--- src/rtl/keypad_emulator.sv ---
// keypad_emulator: stands in for a 4x4 matrix keypad, pulling the matching row low while a key is pressed.
// Optional contact bounce around the stable hold is built when KEYPAD_EMU_BOUNCE_EN is defined.
module keypad_emulator #(
  parameter int unsigned HOLD_CYCLES   = 20000,
  parameter int unsigned GAP_CYCLES    = 20000,
  parameter int unsigned BOUNCE_CYCLES = 2000,
  parameter int unsigned BOUNCE_TOGGLE = 100,
  parameter int unsigned CNT_W         = 32
) (
  input  logic       CLOCK_50,
  input  logic       Reset,
  input  logic [3:0] key_code,
  input  logic       key_valid,
  output logic       key_ready,
  input  logic [3:0] cols,
  output logic [3:0] rows,
  output logic       busy,
  output logic       done
);

  localparam logic [CNT_W-1:0] CNT_ONE   = {{(CNT_W-1){1'b0}}, 1'b1};
  localparam logic [CNT_W-1:0] HOLD_LOAD = CNT_W'(HOLD_CYCLES - 1);
  localparam logic [CNT_W-1:0] GAP_LOAD  = CNT_W'(GAP_CYCLES - 1);

`ifdef KEYPAD_EMU_BOUNCE_EN
  localparam logic [CNT_W-1:0] BOUNCE_LOAD = CNT_W'(BOUNCE_CYCLES - 1);
  localparam logic [CNT_W-1:0] TOGGLE_LOAD = CNT_W'(BOUNCE_TOGGLE - 1);
  localparam bit               BOUNCE_ON   = (BOUNCE_CYCLES != 0);
  typedef enum logic [2:0] {S_IDLE, S_BOUNCE_IN, S_HOLD, S_BOUNCE_OUT, S_GAP} state_t;
`else
  typedef enum logic [1:0] {S_IDLE, S_HOLD, S_GAP} state_t;
`endif

  state_t           r_state, w_state_next;
  logic [CNT_W-1:0] r_cnt, w_cnt_next;
  logic [3:0]       r_code, w_code_next;
  logic [3:0]       r_rows;
  logic             r_done, w_done_next;
  logic             w_contact;
  logic [3:0]       w_rc;
  logic [3:0]       w_row_pat;
  logic             w_col_hit;

`ifdef KEYPAD_EMU_BOUNCE_EN
  logic [CNT_W-1:0] r_tog, w_tog_next;
  logic             r_phase, w_phase_next;
`endif

  always_ff @(posedge CLOCK_50 or negedge Reset) begin
    if (!Reset) begin
      r_state <= S_IDLE;
    end else begin
      r_state <= w_state_next;
    end
  end

  always_comb begin
    w_state_next = r_state;
    w_cnt_next   = r_cnt;
    w_code_next  = r_code;
    w_done_next  = 1'b0;
`ifdef KEYPAD_EMU_BOUNCE_EN
    w_tog_next   = r_tog;
    w_phase_next = r_phase;
    // Contact phase flips every BOUNCE_TOGGLE cycles while inside either bounce window.
    if (r_state == S_BOUNCE_IN || r_state == S_BOUNCE_OUT) begin
      if (r_tog == '0) begin
        w_tog_next   = TOGGLE_LOAD;
        w_phase_next = ~r_phase;
      end else begin
        w_tog_next = r_tog - CNT_ONE;
      end
    end
`endif
    case (r_state)
      S_IDLE: begin
        if (key_valid) begin
          w_code_next  = key_code;
          w_state_next = S_HOLD;
          w_cnt_next   = HOLD_LOAD;
`ifdef KEYPAD_EMU_BOUNCE_EN
          if (BOUNCE_ON) begin
            w_state_next = S_BOUNCE_IN;
            w_cnt_next   = BOUNCE_LOAD;
            w_tog_next   = TOGGLE_LOAD;
            w_phase_next = 1'b1;
          end
`endif
        end
      end
`ifdef KEYPAD_EMU_BOUNCE_EN
      S_BOUNCE_IN: begin
        if (r_cnt != '0) begin
          w_cnt_next = r_cnt - CNT_ONE;
        end else begin
          w_state_next = S_HOLD;
          w_cnt_next   = HOLD_LOAD;
        end
      end
`endif
      S_HOLD: begin
        if (r_cnt != '0) begin
          w_cnt_next = r_cnt - CNT_ONE;
        end else begin
          w_state_next = S_GAP;
          w_cnt_next   = GAP_LOAD;
`ifdef KEYPAD_EMU_BOUNCE_EN
          if (BOUNCE_ON) begin
            w_state_next = S_BOUNCE_OUT;
            w_cnt_next   = BOUNCE_LOAD;
            w_tog_next   = TOGGLE_LOAD;
            w_phase_next = 1'b0;
          end
`endif
        end
      end
`ifdef KEYPAD_EMU_BOUNCE_EN
      S_BOUNCE_OUT: begin
        if (r_cnt != '0) begin
          w_cnt_next = r_cnt - CNT_ONE;
        end else begin
          w_state_next = S_GAP;
          w_cnt_next   = GAP_LOAD;
        end
      end
`endif
      S_GAP: begin
        if (r_cnt != '0) begin
          w_cnt_next = r_cnt - CNT_ONE;
        end else begin
          w_state_next = S_IDLE;
          w_cnt_next   = '0;
          w_done_next  = 1'b1;
        end
      end
      default: begin
        w_state_next = S_IDLE;
        w_cnt_next   = '0;
      end
    endcase
  end

  always_ff @(posedge CLOCK_50 or negedge Reset) begin
    if (!Reset) begin
      r_cnt   <= '0;
      r_code  <= 4'h0;
      r_done  <= 1'b0;
      r_rows  <= 4'b1111;
`ifdef KEYPAD_EMU_BOUNCE_EN
      r_tog   <= '0;
      r_phase <= 1'b0;
`endif
    end else begin
      r_cnt   <= w_cnt_next;
      r_code  <= w_code_next;
      r_done  <= w_done_next;
      r_rows  <= (w_contact && w_col_hit) ? w_row_pat : 4'b1111;
`ifdef KEYPAD_EMU_BOUNCE_EN
      r_tog   <= w_tog_next;
      r_phase <= w_phase_next;
`endif
    end
  end

`ifdef KEYPAD_EMU_BOUNCE_EN
  assign w_contact = (r_state == S_HOLD) ||
                     ((r_state == S_BOUNCE_IN || r_state == S_BOUNCE_OUT) && r_phase);
`else
  assign w_contact = (r_state == S_HOLD);
`endif

  // Scanner encoding to {row, column} of the physical matrix.
  always_comb begin
    w_rc = 4'b0000;
    case (r_code)
      4'h1: w_rc = 4'b00_00;
      4'h2: w_rc = 4'b00_01;
      4'h3: w_rc = 4'b00_10;
      4'hA: w_rc = 4'b00_11;
      4'h4: w_rc = 4'b01_00;
      4'h5: w_rc = 4'b01_01;
      4'h6: w_rc = 4'b01_10;
      4'hB: w_rc = 4'b01_11;
      4'h7: w_rc = 4'b10_00;
      4'h8: w_rc = 4'b10_01;
      4'h9: w_rc = 4'b10_10;
      4'hC: w_rc = 4'b10_11;
      4'hE: w_rc = 4'b11_00;
      4'h0: w_rc = 4'b11_01;
      4'hF: w_rc = 4'b11_10;
      4'hD: w_rc = 4'b11_11;
      default: w_rc = 4'b0000;
    endcase
  end

  assign w_row_pat = ~(4'b1000 >> w_rc[3:2]);
  assign w_col_hit = ~cols[2'd3 - w_rc[1:0]];

  assign rows      = r_rows;
  assign key_ready = (r_state == S_IDLE);
  assign busy      = (r_state != S_IDLE);
  assign done      = r_done;

endmodule

--- config.mk ---
export PLATFORM = sky130hd
export DESIGN_NAME = keypad_emulator
export DESIGN_NICKNAME = d
export VERILOG_FILES = /design/src/rtl/keypad_emulator.sv
export SDC_FILE = /design/constraint.sdc
export NUM_CORES = 1
export LEC_CHECK = 0
export CORE_UTILIZATION = 45
export CTS_BUF_LIST = sky130_fd_sc_hd__clkbuf_4
export CTS_CLUSTER_DIAMETER = 40
export DETAILED_ROUTE_END_ITERATION = 10
export GPL_ROUTABILITY_DRIVEN = 0
export PLACE_DENSITY = 0.66
export SYNTH_ARGS = -nofsm -noshare
export SYNTH_HDL_FRONTEND = slang
export SYNTH_SLANG_ARGS = --single-unit
--- constraint.sdc ---
create_clock -name CLOCK_50 -period 2.3 [get_ports CLOCK_50]
set_input_delay 0.345 -clock CLOCK_50 [delete_from_list [all_inputs] [get_ports CLOCK_50]]
set_output_delay 0.345 -clock CLOCK_50 [all_outputs]
set_load 0.005 [all_outputs]
# [Word level (Yosys, flattened, before mapping)]
# Memory sizes are Yosys's and may differ from the RTL's.
# Index checks and enable logic that the tools add are counted.
[totals] register_bits=43 romBits=64 wordCells=36 memories=1
[classes] addsub=2 magnitude_cmp=1 eq_ne=5 shift=1 mux=13 n_bitwise=2 reduce_logical=6
[mem_list] memory="(name not given)" depth=16 word_bits=4 read_ports=1 rd_ports_with_merged_regs=0 write_ports=0 line_no="175" text="case (r_code)"
[ops] op="32-bit 2-to-1 mux" count=3
[ops] op="32-bit case mux with 3 select lines" count=1
[ops] op="32-bit nonzero test" count=1
[ops] op="32-bit by 1-bit subtractor with 32-bit output (second input constant)" count=1
[ops] op="2-bit 2-to-1 mux" count=3
[ops] op="2-bit != test (second input constant)" count=3
[ops] op="2-bit case mux with 3 select lines" count=1
[ops] op="4-bit 2-to-1 mux" count=1
[ops] op="4-bit NOT" count=1
[ops] op="4-bit by 2-bit >> shifter with 4-bit output (first input constant)" count=1
[ops] op="2-bit by 3-bit < comparator with 1-bit output (second input constant)" count=1
[ops] op="1-bit 2-to-1 mux" count=3
[ops] op="3-bit AND reduction" count=1
[ops] op="1-bit binary-select mux with 2-bit select" count=1
[ops] op="2-bit by 1-bit equality test with 1-bit output (second input constant)" count=1
[ops] op="2-bit equality test (second input constant)" count=1
[ops] op="2-bit zero test" count=1
[ops] op="2-bit AND reduction" count=1
[ops] op="2-bit nonzero test" count=1
[ops] op="2-bit subtractor (first input constant)" count=1
[ops] op="1-bit logical AND" count=1
[ops] op="1-bit NOT" count=1

# [Depth between registers and ports, before layout]
# Gate-level depths: netlist of the first run.
# An unclocked memory read counts as a cell.
[depth] depth_word=7 ltp_mapped=8 ltp_nobuf=7

# [Least setup slack after synthesis of the first run]
# OpenSTA, ideal clock, no wires.
[synth_path] path_type="register -> register" startpoint="register r_cnt[16]" endpoint="register r_cnt[29]" setup_time_ns=0.137 arrival_time_ns=2.330 required_ns=2.163 setup_slack_ns=-0.167 path_stages_with_launch=7 path_buffers=1 path_cell_list="dfrtp_1 -> or4_4 -> or4_4 -> buf_6 -> or3_4 -> o311ai_0 -> nand3_1"
[synth_between] elab_chain_len=3
[synth_rtl] element="start, declared" line_no="35" text="logic [CNT_W-1:0] r_cnt, w_cnt_next;"
[synth_rtl] element="start signal, assigned" line_no="154" text="r_cnt <= w_cnt_next;"
[synth_rtl] element="32-bit by 1-bit subtractor with 32-bit output / 32-bit nonzero test (equally long branches)"
[synth_rtl] element="32-bit 2-to-1 mux (on tied branches)" line_no="128, 102"
[synth_rtl] element="32-bit case mux with 3 select lines (*)" line_no="75" text="case (r_state)"
# Mark *: on every way between the ends. The rest lies on a longest branch, timed or not.
# A chain may end at the register's enable or synchronous reset.

# [Worst setup path after layout of the first run]
[layout_path] startpoint="register r_cnt[25]" endpoint="register r_cnt[17]"
[layout_between] elab_chain_len=3
[layout_rtl] element="32-bit nonzero test (*)" line_no="102, 128"
[layout_rtl] element="32-bit 2-to-1 mux (on tied branches)" line_no="128, 102"
[layout_rtl] element="32-bit case mux with 3 select lines (*)" line_no="75"
# Marks and branches as above.

==> results.cfg, run 1 <==
[power_and_ir_drop]
seq_power_share_pct = 50.9
switching_power_w = 0.000695
total_power_w = 0.00209
clkPwrFrac_pct = 17.8
leakage_nw = 1.47
switching_share_pct = 33.3
p_per_area_nw_per_um2 = 608
vdd_ir_drop_max_uv = 566
p_int_w = 0.00139
power_frac_comb_pct = 31.2

[floorplan]
start_util_pct = 47.9
die_y_um = 76.7
chipWidth_um = 76.7
rows = 26
die_area_sq_um = 5880
ios = 18
core_sq_um = 5240

[detailed_routing]
vias = 2387
routed_wl_mm = 6.34
drc = 0
routedWlPerCell_um = 15.7
drt_first_iter_violations = 169
drtAntennaViolNets = 0
vias_per_cell = 5.92
dr.pass1.iters = 6

[critical_path]
r2r_cells = 7
worstSetupPathType = reg -> reg
crit_arrival_ns = 2.68
startpoint_type = register
end_kind = register
r2r_end = r_cnt[17]
cp.required_ns = 2.52
r2r-start = r_cnt[25]
r2r_slack_ns = -0.17
critPathMaxFanout = 5

[timing]
whs_ns = 0.469
finalCritPeriodShare_pct = 107
relSlewSlack_pct = 59.9
fin_ws_ns = -0.166
min_period_ns = 2.47
worst_slew_pin_slew_ns = 0.598
timing.fmax_mhz = 406
grt_setup_unrepaired = true
finalSetupViolCount = 32
slew_violations = 0
finalClockSkew_ns = 0.0188
hold_viol = 0

[cts]
cts_root_buf = clkbuf_4
cts_sinks = 43
clock_latency_ns = 0.37
htreeDepth = 2
clk_pin_slew_worst_paths_ns = 0.13
clockBufferDepth = 2
cts_tree = yes
cts_buffers = 5

[layout]
fin_nets = 345
nFillCells = 425
syn_to_final_growth_pct = 36.6
final_core_util_pct = 65.5
n_antenna_cell = 0
seqCellArea_sq_um = 1080
stdcell_count = 403
finalInstanceArea_sq_um = 3430
multiInputGateArea_sq_um = 1510
drive_gt1_share_pct = 34.2

[placement]
post-place-cells = 383
placed_cell_area_sq_um = 3060
hpwl_mm = 4.16
io_buffers = 17

[flow_run]
max-cap-violations = 0

[synth]
synth_common_cells = dfrtp_1 (39), a31oi_1 (23), nor2_1 (21)
synth_top_area_share_pct = 38.9
ys_seq_elements = 43
synthCells = 275
ys_types = 51
syn_nets = 288
synth-edff-count = 0
synth-async-reset-ratio_pct = 100
ys.flop_type = dfrtp_1
avgSynthCellArea_sq_um = 9.13
yosysTopAreaCell = dfrtp_1
syn_area_sq_um = 2510
synth_area_leaders = dfrtp_1 (39%), a31oi_1 (5.7%), dfstp_2 (4.2%)
synth.most_common_cell = dfrtp_1
seq_area_frac_synth_pct = 43.0
ys.warnings.count = 0

[global_routing]
grt_pass1_wl_mm = 10.4
antenna_found_initial = 0
overflow = 0
grt_use_total_pct = 22.0
grt_start_max_net_pins = 23
grt_pass1_vias = 2286

[run_status]
violations = negative setup slack
status = finished, violations left

[min_path]
hold_path.class = in -> async
[sequential cells by signal (all words and copies together) (netlist names)]
name	flops
done	1
r_state	2
rows	4
r_cnt	32
r_code	4
[power by group through the flow]
stage                     Clock, W  Sequential [W]  Combinational (W)
final                     0.000372         0.00106           0.000651
after global routing      0.000412         0.00108           0.000721
after CTS                 0.000384         0.00105           0.000616
after detailed placement         0         0.00107           0.000589
after global placement           0         0.00107           0.000574
after floorplan                  0         0.00103           0.000380
[per-stage QoR]
stage | setup TNS [ns] | worst slack (ns)
after floorplan | -2.30 | -0.107
after global placement | -1.81 | -0.134
after detailed placement | -2.51 | -0.179
after CTS | -1.90 | -0.141
after global routing | -5.05 | -0.225
final | -2.79 | -0.166
[cell families (layout without fill, tap and decap cells)]
| logic type | count (synthesis) | in the layout | synth area share, % |
|---|---|---|---|
| buffers and inverters | 29 | 87 | 4.83 |
| AND/OR/NAND/NOR | 99 | 99 | 21.9 |
| adder cells (fa/ha/maj) | 2 | 2 | 0.996 |
| AO/OA/AOI/OAI | 87 | 87 | 23.6 |
| XOR/XNOR | 10 | 10 | 3.49 |
| multiplexers | 5 | 5 | 2.14 |
| flip-flops | 43 | 43 | 43.0 |
[cell type report]
cell class | instances | share of cell area (%)
multi-input combinational | 203 | 44.0
timing repair buffer | 69 | 19.3
sequential | 43 | 31.5
clock inverter | 2 | 0.255
inverter | 10 | 1.09
tap | 70 | 2.55
clock buffer | 6 | 1.31
[layout by cell type, fill, tap and decap left out, types with 5 or more instances in the layout]
cell type	count
dfrtp_1	39
o21ai_2	6
or3_1	5
buf_4	42
nor3_1	12
inv_1	10
a31oi_1	21
clkdlybuf4s50_1	16
nor2_1	20
a21o_1	6
or4_4	5
clkbuf_4	6
a21oi_2	11
nand2b_1	11
a21oi_1	5
xnor2_1	6
nand2_1	15
[critical path: stages (launching register included)]
cell and delay, ns:
dfrtp_1 0.40, or4_4 0.54, or4_4 0.48, buf_4 0.17
o31ai_4 0.37, buf_6 0.18, a21o_1 0.09, a31oi_1 0.09
[repair_timing]
action / in CTS / in global routing
hold endpoints to repair: 21 / 0
cloned: 1 / 2
endpoints found under the setup margin: 32 / 34
pin swaps: 13 / 11
resized for setup: 21 / 22
hold buffers: 1 / 0
setup buffers: 6 / 2
[metal layers]
layer	track usage (%)	up-vias	routed length [um]
met5	0	-	0
met4	5.96	0	93
met3	3.69	12	200
met2	37.2	55	3180
met1	28.9	1183	2870
li1	-	1137	-
[worst max path at each step]
stage / startpoint / end / slack (ns)
detailed placement: r_cnt[17] / r_cnt[4] / -0.18
CTS: r_cnt[22] / r_cnt[2] / -0.14
finish: r_cnt[25] / r_cnt[17] / -0.17
floorplan: r_cnt[25] / r_cnt[2] / -0.11
global route: r_cnt[25] / r_cnt[17] / -0.23
global placement: r_cnt[17] / r_cnt[2] / -0.13
No activity file was read; power rests on OpenSTA's default activity.
==> run 2: changes to the inputs <==
- PLACE_DENSITY: 0.66 -> not set
- PLACE_DENSITY_LB_ADDON: not set -> 0.2
==> results.cfg, run 2 (synthesized netlist as in run 1, its figures left out) <==
[layout]
fin_nets = 345
n_antenna_cell = 0
nFillCells = 415
stdcell_count = 403
finalInstanceArea_sq_um = 3480
drive_gt1_share_pct = 36.3
mostFrequentLayoutCell = buf_4
mostFrequentLayoutCells = buf_4 (42), dfrtp_1 (39), nor2_1 (20)
largest-register = r_cnt
syn_to_final_growth_pct = 38.7
largest_reg_flops = 32

[timing]
finalSetupViolCount = 33
fin_ws_ns = -0.147
grt_setup_unrepaired = true
finalCritPeriodShare_pct = 106
relSlewSlack_pct = 59.3
finalClockSkew_ns = 0.0140
timing.fmax_mhz = 409
worst_slew_pin_slew_ns = 0.611
min_period_ns = 2.45
slew_violations = 0
hold_viol = 0

[global_routing]
antenna_found_initial = 0
overflow = 0
grt_start_max_net_pins = 44
grt_pass1_wl_mm = 10.5
grt_pass1_vias = 2164
grt_use_total_pct = 22.2

[detailed_routing]
drc = 0
vias = 2328
drt_first_iter_violations = 127
vias_per_cell = 5.78
routedWlPerCell_um = 15.8
drtAntennaViolNets = 0
routed_wl_mm = 6.37
dr.pass1.iters = 4

[cts]
clk_pin_slew_worst_paths_ns = 0.13
cts_root_buf = clkbuf_4
htreeDepth = 2
cts_sinks = 43
clock_latency_ns = 0.36
clockBufferDepth = 2
cts_buffers = 5
cts_tree = yes

[critical_path]
critPathMaxFanout = 7
r2r_slack_ns = -0.15
worstSetupPathType = reg -> reg
crit_arrival_ns = 2.73
r2r-start = r_cnt[17]
r2r_end = r_cnt[4]
cp.required_ns = 2.58
startpoint_type = register
crit_start = r_cnt[17]
crit_path_end = r_cnt[4]
end_kind = register
r2r_cells = 5

[floorplan]
start_util_pct = 47.9
chipWidth_um = 76.7
core_sq_um = 5240
ios = 18
die_y_um = 76.7
rows = 26
die_area_sq_um = 5880

[min_path]
hold_path.class = in -> async

[placement]
placed_cell_area_sq_um = 3090
place_ws_ns = -0.189
io_buffers = 17
post-place-cells = 389
hpwl_mm = 4.08

[run_status]
violations = negative setup slack
status = finished, violations left

[power_and_ir_drop]
vdd_ir_drop_max_uv = 591
p_per_area_nw_per_um2 = 639
leakage_nw = 1.47
total_power_w = 0.00223

[flow_run]
max-cap-violations = 0
==> run 2: layout make-up <==
cell class / instances / area, sq um / share of cell area (%)
Clock buffer: 5 / 37.5 / 1.08
Tap cell: 70 / 87.6 / 2.52
Multi-Input combinational cell: 203 / 1560 / 44.7
Timing Repair Buffer: 69 / 638 / 18.3
Inverter: 10 / 37.5 / 1.08
Sequential cell: 43 / 1080 / 31.0
Clock inverter: 3 / 43.8 / 1.26
==> run 2: stage by stage <==
step	hold slack (ns)	TNS [ns]	util, %
after floorplan	0.0494	-2.30	-
after global placement	0.456	-1.66	59.0
after detailed placement	0.456	-2.71	59.0
after CTS	0.0583	-3.20	63.6
after global routing	0.0770	-5.28	66.5
final	0.0466	-2.89	66.5
==> run 2: worst min path at each step <==
stage | startpoint | to | slack [ns]
finish | Reset | r_cnt[19] | 0.05
global route | Reset | r_code[2] | 0.08
CTS | Reset | r_code[1] | 0.06
detailed placement | Reset | r_cnt[21] | 0.46
global placement | Reset | r_cnt[21] | 0.46
floorplan | Reset | done | 0.05
==> run 2: power breakdown <==
part | switching [W] | internal, W | total (W)
logic | 0.000297 | 0.000375 | 0.000672
clock network | 0.000258 | 0.000229 | 0.000487
registers | 0.000168 | 0.000900 | 0.00107
==> run 2: timing repair <==
action	in CTS	in global routing
cloned	2	0
pin swaps	14	17
hold buffers	0	0
resized for setup	30	20
endpoints found under the setup margin	32	34
buffers inserted	1	3
==> run 2: metal layers <==
layer,vias up,part of all wire [%],GRT usage [%]
met5,-,0,0
met1,1134,44,30.2
li1,1144,-,-
met4,0,1.5,6.54
met2,41,51,36.6
met3,9,3.2,3.33
==> run 2: worst max-delay path: stages (launching register included) <==
cell and delay [ns]:
dfrtp_1 0.40, or4_4 0.53, or4_4 0.55, or3_4 0.41
a21o_4 0.28, a211oi_2 0.19
==> RTL edit 1, RTL diff (flow settings as in run 2) <==
Register the inputs `key_code` and `key_valid` before use, without a reset. The logic sees them one clock later. The other inputs are not delayed to match.
--- a/src/rtl/keypad_emulator.sv
+++ b/src/rtl/keypad_emulator.sv
@@ -23,4 +23,12 @@
   localparam logic [CNT_W-1:0] GAP_LOAD  = CNT_W'(GAP_CYCLES - 1);
 
+  logic [3:0] key_code_q;
+  logic key_valid_q;
+
+  always_ff @(posedge CLOCK_50) begin
+    key_code_q  <= key_code;
+    key_valid_q <= key_valid;
+  end
+
 `ifdef KEYPAD_EMU_BOUNCE_EN
   localparam logic [CNT_W-1:0] BOUNCE_LOAD = CNT_W'(BOUNCE_CYCLES - 1);
@@ -75,6 +83,6 @@
     case (r_state)
       S_IDLE: begin
-        if (key_valid) begin
-          w_code_next  = key_code;
+        if (key_valid_q) begin
+          w_code_next  = key_code_q;
           w_state_next = S_HOLD;
           w_cnt_next   = HOLD_LOAD;
Behaviour: not the same (Yosys sat finds a counterexample within 4 cycles, from zero or initial values and one cycle with Reset low).
==> RTL edit 1 against run 2 <==
- the run still ends with negative setup slack left
- global-route usage grew 0.36 points
- power grew 24%
- routed wire length grew 11%
- area after synthesis grew 4.7%
- setup slack lost 0.10 ns
- non-clock buffer count grew 12
- count of clock-buffer cells in the layout is the same
- via count grew 7.2%
- clock power grew 32%
- sequential cell count grew 5
- utilization grew 0.88 points
- sequential share of layout area grew 0.41 points
- cell area grew 7.8%
- critical path type unchanged
- highest routed layer unchanged
==> RTL edit 1: results <==
group,metric,value,unit
clock_network,cts_buffers,5,
run_status,violations,"negative setup slack",
grt,grt_max_degree,32,
worst_setup_path,slowest_delay,0.54,ns
worst_setup_path,cp_max_fo,2,
yosys,yosysWarnings,0,
grt,grt_pass1_vias,2267,
yosys,syn_inst,284,
clock_network,cts_max_path_buffers,2,
timing,setup-tns-final,-0.760,ns
placed_design,dpl.hpwl,4350,µm
run_status,status,"finished, violations left",
placed_design,dp_cells,407,
cells_and_area,finalNetCount,368,
clock_network,htreeDepth,2,
drt,drt_iter0_markers,137,
cells_and_area,n_antenna_cell,0,
grt,antenna_found_initial,0,
grt,grt_usage,22.6,%
timing,setup_ws,-0.251,ns
clock_network,clkLatencyLatePin,0.39,ns
drt,first_pass_iters,4,
yosys,syn-num-nets,297,
cells_and_area,largest_reg_flops,32,
cells_and_area,largest-register,"r_cnt",
drt,viasPerCell,5.83,
timing,relSlewSlack,50.7,%
pwr,ir_worst_vdd,0.000460,V
timing,skew,0.0173,ns
yosys,synth.top_cells.by_count,"39 x dfrtp_1, 27 x nand2_1, 18 x a31oi_1",
yosys,yosysSeqAreaShare,44.9,%
clock_network,root_buffer,"clkbuf_4",
yosys,synthArstFlopShare,89.6,%
placed_design,io_buffers,17,
clock_network,clk_pin_slew,0.16,ns
drt,wl_per_cell,16.5,µm
grt,grt_pass1_wl,10900,µm
worst_setup_path,slowest_stage,"or4_4",
cells_and_area,drive_above_1_share,36.0,%
cells_and_area,fillers,418,
placed_design,dpl_cell_area,3210,µm²
hold_path,hold_path_class,"in2async",
timing,setup_viol,7,
drt,vias,2496,
yosys,synth_area_leaders,"dfrtp_1 37%, a31oi_1 4.3%, dfstp_2 4.0%, nand2_1 3.9%, dfxtp_1 3.8%",
worst_setup_path,arrival,2.85,ns
yosys,ys_types,55,
pwr,leakagePower,0.00165,µW
-- RTL edit 1: cell types whose count changed after synthesis, moves of 5 or more --
cell     delta
nor4_1      +5
a31oi_1     -5
dfxtp_1     +5
o21ai_0     -6
nand2_1    +12
-- RTL edit 1: worst max-delay path, delay by kind of cell, from the launching register on --
| family | cells | cell delay, ns |
|---|---|---|
| and+or+nand+nor | 4 | 1.90 |
| DFF | 1 | 0.42 |
| muxes | 1 | 0.16 |
-- RTL edit 1: worst paths after layout --
path / from / to / slack (ns) / cells after the start
max in group asynchronous: Reset / rows[0] / 1.44 / 3
min: Reset / r_cnt[18] / 0.29 / 2
min in group CLOCK_50: key_code[0] / key_code_q[0] / 0.39 / 1
max reg2reg: r_cnt[8] / r_cnt[25] / -0.25 / 5
min reg2reg: key_code_q[2] / r_code[2] / 0.47 / 2
max: r_cnt[8] / r_cnt[25] / -0.25 / 5
-- RTL edit 1: cells by family after synthesis --
group	Yosys count	share of synthesized area (%)
AO/OA/AOI/OAI	73	18.5
XOR/XNOR	13	4.33
adder cells (fa/ha/maj)	2	0.952
buffers and inverters	27	4.43
flip-flops	48	44.9
multiplexers	6	2.43
AND/OR/NAND/NOR	115	24.5
-- RTL edit 1: per-layer routing --
layer | track usage [%] | up-vias | routed length (µm)
li1 | - | 1199 | -
met1 | 31.1 | 1239 | 3160
met2 | 36.1 | 52 | 3580
met3 | 3.84 | 6 | 249
met4 | 7.41 | 0 | 76
met5 | 0 | - | 0
-- RTL edit 1: cell type report --
class                   instances  area, µm²  area share, %
clock inverters                 3       68.8           1.83
multi-input cells             209       1630           43.5
clock buffers                   5       37.5           1.00
inverters                      10       37.5           1.00
flip-flops and latches         48       1180           31.5
repair buffers                 81        707           18.8
well taps                      72       90.1           2.40
-- RTL edit 1: stage by stage --
step | utilization [%] | setup WS (ns)
after floorplan | - | -0.283
after global placement | 57.6 | -0.165
after detailed placement | 57.6 | -0.205
after CTS | 60.8 | -0.198
after global routing | 67.4 | -0.274
final | 67.4 | -0.251
-- RTL edit 1: power breakdown --
group	switching (µW)	internal (µW)	total (µW)	leakage (µW)
logic	490	530	1020	0.00101
registers	107	984	1090	0.000585
clock network	303	342	645	0.0000558
total	900	1860	2760	0.00165
-- RTL edit 1: timing repair --
action | 4_1_cts | 5_1_grt
endpoints found under the hold margin | 6 | 0
hold buffers | 1 | 0
gates cloned | 0 | 3
setup buffers | 3 | 6
endpoints found under the setup margin | 7 | 33
pin swaps | 2 | 14
gates resized for setup | 8 | 47
==> RTL edit 2, RTL diff (settings of run 2) <==
Made on the original files. `CNT_W`: 32 -> 36.
--- a/src/rtl/keypad_emulator.sv
+++ b/src/rtl/keypad_emulator.sv
@@ -6,5 +6,5 @@
   parameter int unsigned BOUNCE_CYCLES = 2000,
   parameter int unsigned BOUNCE_TOGGLE = 100,
-  parameter int unsigned CNT_W         = 32
+  parameter int unsigned CNT_W         = 36
 ) (
   input  logic       CLOCK_50,
Behaviour: same outputs for any inputs over 10 cycles, from zero or initial values and one cycle with Reset low; that may be too few to reach the edited logic, so the function may still have changed.
==> RTL edit 2 against run 2 <==
- clock power shrank 15%
- sequential cell count is 4 higher
- sequential share of layout area up 5.7 points
- die area grew 7.9%
- cell area is 7.7% lower
- routed wire length down 5.0%
- area after synthesis increased by 8.1%
- setup slack better by 0.25 ns
- power fell by 9.3%
- first-iteration DRC count is 11% higher
==> RTL edit 2: results <==
group,metric,value,unit
run_status,status,"finished clean",
drt,drt_iter0_markers,141,
yosys,yosysWarnings,0,
cells_and_area,finalNetCount,344,
cells_and_area,final_cells,405,
pwr,ir_worst_vdd,0.000337,V
pwr,leakagePower,0.00139,µW
grt,grt_pass1_wl,10800,µm
yosys,muxShareOfSynthArea,2.76,%
drt,wl_per_cell,14.9,µm
yosys,synth_xor_area_share,6.77,%
worst_setup_path,slowest_delay,0.58,ns
clock_network,root_buffer,"clkbuf_4",
placed_design,dp_cells,396,
yosys,ys_types,55,
yosys,syn-num-nets,309,
cells_and_area,drive_above_1_share,16.2,%
timing,relSlewSlack,44.0,%
cells_and_area,largest_reg_flops,36,
cells_and_area,largest-register,"r_cnt",
timing,skew,0.0158,ns
yosys,yosysSeqAreaShare,43.5,%
grt,grt_usage,21.6,%
yosys,synthAdderAreaFrac,0.829,%
worst_setup_path,arrival,2.47,ns
worst_setup_path,slowest_stage,"or4_4",
grt,grt_pass1_vias,2339,
drt,viasPerCell,5.80,
cells_and_area,n_antenna_cell,0,
placed_design,dpl.hpwl,4300,µm
yosys,synth.top_cells.by_count,"43 x dfrtp_1, 32 x nor2_1, 23 x nand2_1",
yosys,syn_inst,297,
yosys,synth_area_leaders,"dfrtp_1 40%, xor2_1 5.2%, nor2_1 4.4%, dfstp_2 3.9%, nand2_1 3.2%",
yosys,synth_compound_area_share,15.5,%
grt,grt_max_degree,38,
worst_setup_path,cp_max_fo,9,
[RTL edit 2: cell types whose count changed in the layout (fill, tap and decap cells not counted), moves of 8 or more]
| cell | before | now |
|---|---|---|
| a21oi_2 | 12 | 0 |
| nand3_1 | 4 | 12 |
| xor2_1 | 4 | 16 |
| nand2_1 | 15 | 23 |
| buf_4 | 42 | 25 |
| a21oi_1 | 4 | 13 |
| nor2_1 | 20 | 32 |
[RTL edit 2: report_power, final]
part	internal, µW	total [µW]	switching (µW)
Sequential	956	1130	171
Clock	158	412	255
Combinational	260	479	219
[RTL edit 2: per-stage QoR]
step | power [µW] | util (%) | area (µm²) | setup slack [ns] | hold slack, ns
3_3_place_gp | 1610 | 55.3 | 3140 | 0.0994 | 0.493
3_5_place_dp | 1620 | 55.3 | 3140 | 0.0350 | 0.492
4_1_cts | 2040 | 56.3 | 3200 | 0.0183 | 0.0930
5_1_grt | 2160 | 56.6 | 3210 | -0.00315 | 0.119
2_1_floorplan | 1430 | - | 2720 | 0.169 | 0.0494
6_report | 2020 | 56.6 | 3210 | 0.101 | 0.0613
[RTL edit 2: kinds of logic after synthesis]
family	count (synthesis)
AO/OA/AOI/OAI	63
adder cells (fa/ha/maj)	2
buffers and inverters	25
multiplexers	7
flip-flops	47
XOR/XNOR	21
AND/OR/NAND/NOR	132
[RTL edit 2: worst paths after layout]
path,from,to,slack (ns),cells past startpoint
worst max-delay path,r_cnt[14],r_cnt[9],0.10,7
worst min-delay path,Reset,r_cnt[4],0.06,1
worst max register to register,r_cnt[14],r_cnt[9],0.10,7
worst min register to register,r_cnt[26],r_cnt[26],0.51,1
max in group asynchronous,Reset,r_cnt[27],1.55,2
min in group CLOCK_50,r_cnt[26],r_cnt[26],0.51,1
[RTL edit 2: worst max-delay path, delay by kind of cell (launching register included)]
| kind | cells | cell delay [ns] |
|---|---|---|
| and+or+nand+nor | 3 | 1.03 |
| DFF | 1 | 0.42 |
| AOI/OAI and AO/OA | 2 | 0.38 |
| buffers and inverters | 2 | 0.30 |
[RTL edit 2: layout make-up]
cell class,count,area [µm²]
multi-input cells,225,1440
flip-flops and latches,47,1180
repair buffers,45,413
well taps,72,90.1
fillers,532,2460
inverters,8,30.0
clock buffers,8,60.1
[RTL edit 2: per-layer routing]
metal	share of wire (%)	track usage, %	vias to the layer above
met5	0	0	-
met4	0.86	6.73	0
met3	2.4	3.89	6
met2	48	36.0	25
met1	49	28.2	1151
li1	-	-	1167
[RTL edit 2: repair_timing]
action,CTS,global route
endpoints found under the hold margin,0,0
resized for setup,0,4
setup endpoints to repair,0,13
hold buffers,0,0
buffers inserted,0,1
